<file path="src/rtl/vga_timing_pkg.sv">
// 640x480@60 timing constants, coordinate type and renderer colours.
// Shared by vga_sync_gen and every object renderer.
package vga_timing_pkg;

    localparam int unsigned COORD_W = 10;

    localparam int unsigned VGA_CLK_DIV   = 4;
    localparam int unsigned VGA_H_DISPLAY = 640;
    localparam int unsigned VGA_H_FRONT   = 16;
    localparam int unsigned VGA_H_SYNC    = 96;
    localparam int unsigned VGA_H_BACK    = 48;
    localparam int unsigned VGA_V_DISPLAY = 480;
    localparam int unsigned VGA_V_FRONT   = 10;
    localparam int unsigned VGA_V_SYNC    = 2;
    localparam int unsigned VGA_V_BACK    = 33;

    localparam int unsigned VGA_H_TOTAL =
        VGA_H_DISPLAY + VGA_H_FRONT + VGA_H_SYNC + VGA_H_BACK;
    localparam int unsigned VGA_V_TOTAL =
        VGA_V_DISPLAY + VGA_V_FRONT + VGA_V_SYNC + VGA_V_BACK;

    typedef logic [COORD_W-1:0] coord_t;
    typedef logic [11:0]        rgb_t;

    localparam rgb_t BLACK = 12'h000;
    localparam rgb_t WHITE = 12'hFFF;
    localparam rgb_t GRAY  = 12'h888;
    localparam rgb_t RED   = 12'hF00;

    function automatic logic in_span(
        input coord_t v,
        input coord_t lo,
        input coord_t hi
    );
        return (v >= lo) && (v <= hi);
    endfunction

endpackage

</file>
<file path="src/rtl/vga_sync_gen_pixel_tick_gen.sv">
// Clock divider: p_tick is a registered one-clk pulse on the last
// clk of every CLK_DIV-clk period (div_cnt == CLK_DIV-1).
module pixel_tick_gen #(
    parameter int unsigned CLK_DIV = 4
) (
    input  logic clk,
    input  logic rst_n,
    output logic p_tick
);

    localparam int unsigned DW = $clog2(CLK_DIV);
    localparam logic [DW-1:0] LAST = DW'(CLK_DIV - 1);
    localparam logic [DW-1:0] PRE  = DW'(CLK_DIV - 2);

    logic [DW-1:0] div_cnt;

    // p_tick is registered one step ahead so it lines up with div_cnt==LAST
    always_ff @(posedge clk or negedge rst_n) begin
        if (!rst_n) begin
            div_cnt <= '0;
            p_tick  <= 1'b0;
        end else begin
            div_cnt <= (div_cnt >= LAST) ? '0 : div_cnt + DW'(1);
            p_tick  <= (div_cnt == PRE);
        end
    end

endmodule

</file>
<file path="src/rtl/vga_sync_gen.sv">
// VGA 640x480@60 sync generator; all outputs registered and aligned.
// Define VGA_FRAME_COUNT_EN to add the 8-bit frame_cnt output.
module vga_sync_gen
    import vga_timing_pkg::*;
#(
    parameter int unsigned CLK_DIV   = VGA_CLK_DIV,
    parameter int unsigned H_DISPLAY = VGA_H_DISPLAY,
    parameter int unsigned H_FRONT   = VGA_H_FRONT,
    parameter int unsigned H_SYNC    = VGA_H_SYNC,
    parameter int unsigned H_BACK    = VGA_H_BACK,
    parameter int unsigned V_DISPLAY = VGA_V_DISPLAY,
    parameter int unsigned V_FRONT   = VGA_V_FRONT,
    parameter int unsigned V_SYNC    = VGA_V_SYNC,
    parameter int unsigned V_BACK    = VGA_V_BACK
) (
    input  logic               clk,
    input  logic               rst_n,
    output logic               p_tick,
    output logic [COORD_W-1:0] pixel_x,
    output logic [COORD_W-1:0] pixel_y,
    output logic               video_on,
    output logic               hsync,
    output logic               vsync,
`ifdef VGA_FRAME_COUNT_EN
    output logic [7:0]         frame_cnt,
`endif
    output logic               frame_start
);

    localparam int unsigned H_TOTAL = H_DISPLAY + H_FRONT + H_SYNC + H_BACK;
    localparam int unsigned V_TOTAL = V_DISPLAY + V_FRONT + V_SYNC + V_BACK;

    localparam coord_t H_LAST = coord_t'(H_TOTAL - 1);
    localparam coord_t V_LAST = coord_t'(V_TOTAL - 1);
    localparam coord_t H_VIS  = coord_t'(H_DISPLAY);
    localparam coord_t V_VIS  = coord_t'(V_DISPLAY);
    localparam coord_t HS_LO  = coord_t'(H_DISPLAY + H_FRONT);
    localparam coord_t HS_HI  = coord_t'(H_DISPLAY + H_FRONT + H_SYNC - 1);
    localparam coord_t VS_LO  = coord_t'(V_DISPLAY + V_FRONT);
    localparam coord_t VS_HI  = coord_t'(V_DISPLAY + V_FRONT + V_SYNC - 1);

    coord_t x_next;
    coord_t y_next;
    logic   line_end;
    logic   frame_wrap;

    pixel_tick_gen #(
        .CLK_DIV(CLK_DIV)
    ) u_tick (
        .clk   (clk),
        .rst_n (rst_n),
        .p_tick(p_tick)
    );

    // Out-of-range counts take the wrap branch, so no illegal state persists
    always_comb begin
        x_next     = pixel_x;
        y_next     = pixel_y;
        line_end   = 1'b0;
        frame_wrap = 1'b0;
        if (p_tick) begin
            if (pixel_x >= H_LAST) begin
                x_next   = '0;
                line_end = 1'b1;
            end else begin
                x_next = pixel_x + coord_t'(1);
            end
            if (line_end) begin
                if (pixel_y >= V_LAST) begin
                    y_next     = '0;
                    frame_wrap = 1'b1;
                end else begin
                    y_next = pixel_y + coord_t'(1);
                end
            end
        end
    end

    // Decode from next-state values so sync/video align with coordinates
    always_ff @(posedge clk or negedge rst_n) begin
        if (!rst_n) begin
            pixel_x     <= '0;
            pixel_y     <= '0;
            hsync       <= 1'b1;
            vsync       <= 1'b1;
            video_on    <= 1'b0;
            frame_start <= 1'b0;
        end else begin
            pixel_x     <= x_next;
            pixel_y     <= y_next;
            hsync       <= ~in_span(x_next, HS_LO, HS_HI);
            vsync       <= ~in_span(y_next, VS_LO, VS_HI);
            video_on    <= (x_next < H_VIS) && (y_next < V_VIS);
            frame_start <= frame_wrap;
        end
    end

`ifdef VGA_FRAME_COUNT_EN
    always_ff @(posedge clk or negedge rst_n) begin
        if (!rst_n) begin
            frame_cnt <= '0;
        end else if (frame_wrap) begin
            frame_cnt <= frame_cnt + 8'd1;
        end
    end
`endif

endmodule

</file>
<file path="config.mk">
export PLATFORM = sky130hd
export DESIGN_NAME = vga_sync_gen
export DESIGN_NICKNAME = d
export VERILOG_FILES = /design/src/rtl/vga_timing_pkg.sv /design/src/rtl/vga_sync_gen_pixel_tick_gen.sv /design/src/rtl/vga_sync_gen.sv
export SDC_FILE = /design/constraint.sdc
export NUM_CORES = 1
export LEC_CHECK = 0
export BUFFER_PORTS_ARGS = -buffer_cell sky130_fd_sc_hd__buf_2
export CAP_MARGIN = 20
export CORE_AREA = 10 10 95 89
export CTS_BUF_LIST = sky130_fd_sc_hd__clkbuf_2
export CTS_CLUSTER_DIAMETER = 30
export DETAILED_ROUTE_END_ITERATION = 10
export DIE_AREA = 0 0 105 99
export SYNTH_ARGS = -nofsm -noshare
export SYNTH_HDL_FRONTEND = slang
export SYNTH_SLANG_ARGS = --single-unit
</file>
<file path="constraint.sdc">
create_clock -name clk -period 3 [get_ports clk]
set_input_delay 0.45 -clock clk [delete_from_list [all_inputs] [get_ports clk]]
set_output_delay 0.45 -clock clk [all_outputs]
set_load 0.03 [all_outputs]
</file>
Word-level counts from Yosys, hierarchy flattened
Cells that the tools add are included.
{"block": "word_totals", "ff_bits": 27, "in_bits": 2, "word_cells": 37}
{"block": "op_classes", "n_addsub": 3, "magnitude_cmp": 9, "n_eq_ne": 1, "mux": 11, "n_bitwise": 2, "n_reduce_logical": 3}
{"cell": "two-way mux 10 bit", "count": 5}
{"cell": "greater-or-equal comparator 10 bit, second input constant", "count": 3}
{"cell": "adder 10 x 1 -> 10 bit, second input constant", "count": 2}
{"cell": "greater-or-equal comparator 10 x 9 -> 1 bit, second input constant", "count": 1}
{"cell": "less-or-equal comparator 10 bit, second input constant", "count": 1}
{"cell": "less-or-equal comparator 10 x 9 -> 1 bit, second input constant", "count": 1}
{"cell": "less-than comparator 10 bit, second input constant", "count": 1}
{"cell": "less-than comparator 10 x 9 -> 1 bit, second input constant", "count": 1}
{"cell": "two-way mux 1 bit", "count": 5}
{"cell": "logical AND 1 bit", "count": 3}
{"cell": "adder 2 x 1 -> 2 bit, second input constant", "count": 1}
{"cell": "== test 2 bit, second input constant", "count": 1}
{"cell": "greater-or-equal comparator 2 bit, second input constant", "count": 1}
{"cell": "two-way mux 2 bit", "count": 1}
{"cell": "inverter 1 bit", "count": 2}

Logic depth before layout (Yosys ltp)
{"block": "logic_depth", "depth_word": 8, "ltp_mapped": 8, "depth_no_buf": 7}

Cells and area by module
Synthesis repeated with hierarchy kept, for this count alone.
{"block": "unflattened", "cells_unflattened": 167, "area_unflattened_um2": 1652.8}
{"mod": "vga_sync_gen", "instances": 1, "cells_per_inst": 159, "area_per_inst_um2": 1541.5, "seq_area_each_um2": 603.1}
{"mod": "pixel_tick_gen", "instances": 1, "cells_per_inst": 8, "area_per_inst_um2": 111.4, "seq_area_each_um2": 75.1}

Worst setup path after synthesis
Ideal clock, no wire load.
{"block": "synth_path", "path_kind": "register to register", "startpoint": "reg pixel_y[6]", "endpoint": "reg vsync", "setup_ps": 94, "arrival_ps": 2571, "slack_ps": 335, "path_stages_with_launch": 8, "path_buffers": 1, "period_less_slack_ps": 2665, "path_cell_list": "dfrtp_1 -> clkbuf_1 -> or4_1 -> o31a_1 -> nand2b_4 -> or4_1 -> a211oi_2 -> or4b_1"}
{"block": "synth_via", "elab_chain_len": 7}
{"element": "start: declaration", "line": "vga_sync_gen.sv:20", "text": "output logic [COORD_W-1:0] pixel_y,"}
{"element": "start signal: assignment", "line": "vga_sync_gen.sv:90", "text": "pixel_y <= y_next;"}
{"element": "adder 10 x 1 -> 10 bit / greater-or-equal comparator 10 bit (equally long branches)", "line": "vga_sync_gen.sv:73, vga_sync_gen.sv:69"}
{"element": "two-way mux 10 bit", "line": "vga_sync_gen.sv:69", "text": "if (pixel_y >= V_LAST) begin"}
{"element": "two-way mux 10 bit", "line": "vga_sync_gen.sv:68", "text": "if (line_end) begin"}
{"element": "two-way mux 10 bit (*)", "line": "vga_sync_gen.sv:61", "text": "if (p_tick) begin"}
{"element": "greater-or-equal comparator 10 x 9 -> 1 bit / less-or-equal comparator 10 x 9 -> 1 bit (equally long branches)", "line": "vga_timing_pkg.sv:35", "text": "return (v >= lo) && (v <= hi);"}
{"element": "logical AND 1 bit (*)", "line": "vga_timing_pkg.sv:35"}
{"element": "inverter 1 bit (*)", "line": "vga_sync_gen.sv:92", "text": "vsync <= ~in_span(y_next, VS_LO, VS_HI);"}
{"element": "end signal: assignment", "line": "vga_sync_gen.sv:92"}
{"element": "end: declaration", "line": "vga_sync_gen.sv:23", "text": "output logic vsync,"}
Every way passes the cells marked *; elsewhere a longest branch is shown, timed or not.

Worst setup path in the final report
{"block": "layout_path", "startpoint": "reg pixel_y[7]", "endpoint": "reg vsync"}
The elaborated chain is that of the path after synthesis.

==> metrics.md <==
| Metric | Value |
|---|---|
| Finished Cell Area | `0.00183 sq mm` |
| Setup TNS | `0 ns` |
| Pwr per Cell Area | `288 mW/mm^2` |
| Crit-path max FO | `9` |
| WP buf/inv | `0` |
| Post-CTS Setup Bufs | `0` |
| CTS root buffer | `clkbuf_2` |
| Total wire length | `4.06 mm` |
| Post-DP HPWL | `3.04 mm` |
| RR Startpoint | `pixel_y[7]` |
| Leak | `0.780 nW` |
| DP Area | `0.00180 sq mm` |
| Count of final setup violators | `0` |
| Ys flop type | `dfrtp_1` |
| Clock tree buffer depth | `2` |
| CP Class | `register to register` |
| Crit path DAT | `3.01 ns` |
| Critical Path End Type | `register` |
| Worst-path clk slew | `0.30 ns` |
| Die width | `105 um` |
| Design Power | `525 uW` |
| Fin. Hold Viols | `0` |
| Vias per cell | `4.90` |
| Hold Crit Class | `input port to asynchronous set/reset pin` |
| Fill cells | `723` |
| Initial DRC count | `99` |
| CP Launch Type | `register` |
| First drt pass iteration count | `4` |
| H-tree depth | `1` |
| Critical R2R Capture | `vsync` |
| Critical-path cell list | `or4_1, o31a_1, nand2b_4, or4_1, a211oi_2, or4b_1` |
| Initial core utilization | `24.3%` |
| RePlAce Congestion | `0.845` |
| Share of cells above drive strength 1 | `19.7%` |
| Number of flops mapped to enable cells by yosys | `0` |
| Ports | `27` |
| Worst vdd ir | `0.111 mV` |
| Core ar. | `0.00645 sq mm` |
| Die height | `99 um` |
| Worst r2r path cells | `6` |
| Worst slew margin | `60.1%` |
| Final Skew | `0.0225 ns` |
| Clock Sink Count | `27` |
| Fin worst setup slack | `0.344 ns` |
| Antenna violations before repair | `0` |
| Yosys reg bits | `27` |
| Final worst path period need | `2.66 ns` |
| Unrepaired setup endpoints after global routing | `false` |
| Period utilization | `88.5%` |
| Slew Limit Fails | `0` |
| GRT Overall Usage | `7.74%` |
| # port buffers | `26` |
| Reg2reg setup slack | `0.34 ns` |
| Syn nets | `180` |
| Crit path top cell by count | `or4_1` |
| Max cap viols | `0` |
| Outcome | `completed` |
| Register area share after synthesis | `43.4%` |
| Yosys top cell area share | `40.0%` |
| Clock buffers created by TritonCTS | `3` |
| Number of synthesis warnings | `0` |
| Cell type with the highest aggregate area in the netlist | `dfrtp_1` |
| CTS tree | `done` |
| FMAX | `377 MHz` |
| Hold_buf cts | `0` |
| PostCTS Resize Cnt | `0` |
| Vias in the first global route | `1,297` |
| CP delay by family, top | `simple AND/OR/NAND/NOR gates` |
| Ant. Diodes | `0` |
| Largest net degree at the start of global routing | `28` |
| Worst path depth | `6` |
| Synth unique cells | `51` |
| Global-route wire length before repair | `6.76 mm` |
| Antenna viol nets, final | `0` |
| Layout net count | `206` |
| Vias | `1,412` |
| Die area | `0.0104 sq mm` |
| Avg Cell Area, Syn | `9.04 sq um` |
| Fraction of registers with async set/reset | `100%` |
| Worst slack, placed | `0.380 ns` |
| Area grow syn2layout | `16.7%` |
| Residual DRC count | `0` |
| Gr ovfl total | `0` |
| Req. time, crit path | `3.36 ns` |
| Std-Cell Rows | `28` |
| Worst Tran Pin Value | `0.599 ns` |
| Worst-Skew Late Latency | `0.39 ns` |
| WL/cell | `14.1 um` |
| Ranking of synthesized cells by area | `dfrtp_1, nand2_1, o21ai_0` |
| Synthesized area | `0.00156 sq mm` |
| Slowest cell on crit path | `dfrtp_1` |
| Crit-path max cell delay | `0.54 ns` |
| Post-synthesis cell count | `173` |
==> layer usage <==
layer / GRT usage [%] / vias up / wire [um]
met5: 0 / - / 0
li1: - / 690 / -
met2: 12.1 / 35 / 1920
met3: 1.63 / 2 / 212
met1: 10.0 / 685 / 1880
met4: 3.38 / 0 / 43
==> worst max path at each step <==
stage | startpoint | to | slack, ns
after floorplan | pixel_y[6] | vsync | 0.34
after global placement | pixel_y[7] | vsync | 0.39
after detailed placement | pixel_y[7] | vsync | 0.38
after CTS | pixel_y[7] | vsync | 0.35
after global routing | pixel_y[7] | vsync | 0.20
final | pixel_y[7] | vsync | 0.34
==> placed cells by master, fill, tap and decap left out, types with 3 or more instances in the layout <==
| cell type | count |
|---|---|
| nor3_1 | 3 |
| o21ai_0 | 13 |
| o32ai_1 | 3 |
| nand3_1 | 8 |
| xor2_1 | 3 |
| inv_1 | 10 |
| o31ai_1 | 4 |
| dfrtp_1 | 25 |
| nand4_1 | 4 |
| buf_4 | 4 |
| xnor2_1 | 4 |
| ha_1 | 5 |
| and3_1 | 3 |
| nor2_1 | 11 |
| buf_2 | 26 |
| nand2_1 | 22 |
| clkbuf_2 | 3 |
==> registers in the layout, summed over array words and instances, names as in the netlist <==
name            cells
u_tick.div_cnt      2
u_tick.p_tick       1
vsync               1
frame_start         1
pixel_x            10
hsync               1
pixel_y            10
video_on            1
==> through the flow <==
step           hold slack [ns]  cells  utilization (%)
2_1_floorplan            0.154    173                -
3_3_place_gp             0.443    284             28.0
3_5_place_dp             0.447    284             28.0
4_1_cts               0.000359    288             28.3
5_1_grt                 0.0193    288             28.3
6_report               0.00732    288             28.3
==> cells by family (layout without fill, tap and decap cells) <==
| group | count (synthesis) | after routing | synth area share [%] |
|---|---|---|---|
| buf+inv | 19 | 44 | 4.56 |
| flops | 27 | 27 | 43.4 |
| compound gates | 44 | 44 | 20.1 |
| fa+ha+maj | 5 | 5 | 4.00 |
| mux | 1 | 1 | 0.640 |
| xor+xnor | 7 | 7 | 3.92 |
| simple gates | 70 | 70 | 23.4 |
==> worst reg2reg max path, stage by stage, from the launching register on <==
cell and delay, ns:
dfrtp_1 0.54, or4_1 0.54, o31a_1 0.27, nand2b_4 0.17, or4_1 0.42, a211oi_2 0.25, or4b_1 0.45
==> Yosys cell counts (4+ instances only) <==
cell type,instances
dfrtp_1,25
nand2_1,22
o21ai_0,13
nor2_1,11
inv_1,10
clkbuf_1,9
nand3_1,8
ha_1,5
nand4_1,4
o31ai_1,4
xnor2_1,4
==> final cells by class <==
cell class | instances | area, sq um | area share [%]
flip-flops and latches | 27 | 678 | 37.1
clock inverters | 1 | 7.51 | 0.411
multi-input cells | 127 | 815 | 44.6
inverters | 10 | 37.5 | 2.06
clock buffers | 3 | 15.0 | 0.822
repair buffers | 30 | 160 | 8.77
well taps | 90 | 113 | 6.17
==> power by group <==
group	internal [mW]	total, mW	switching (mW)
clock	0.0308	0.153	0.122
combinational	0.000466	0.00726	0.00679
sequential	0.365	0.365	0
Power figures use the tool's default switching activity.
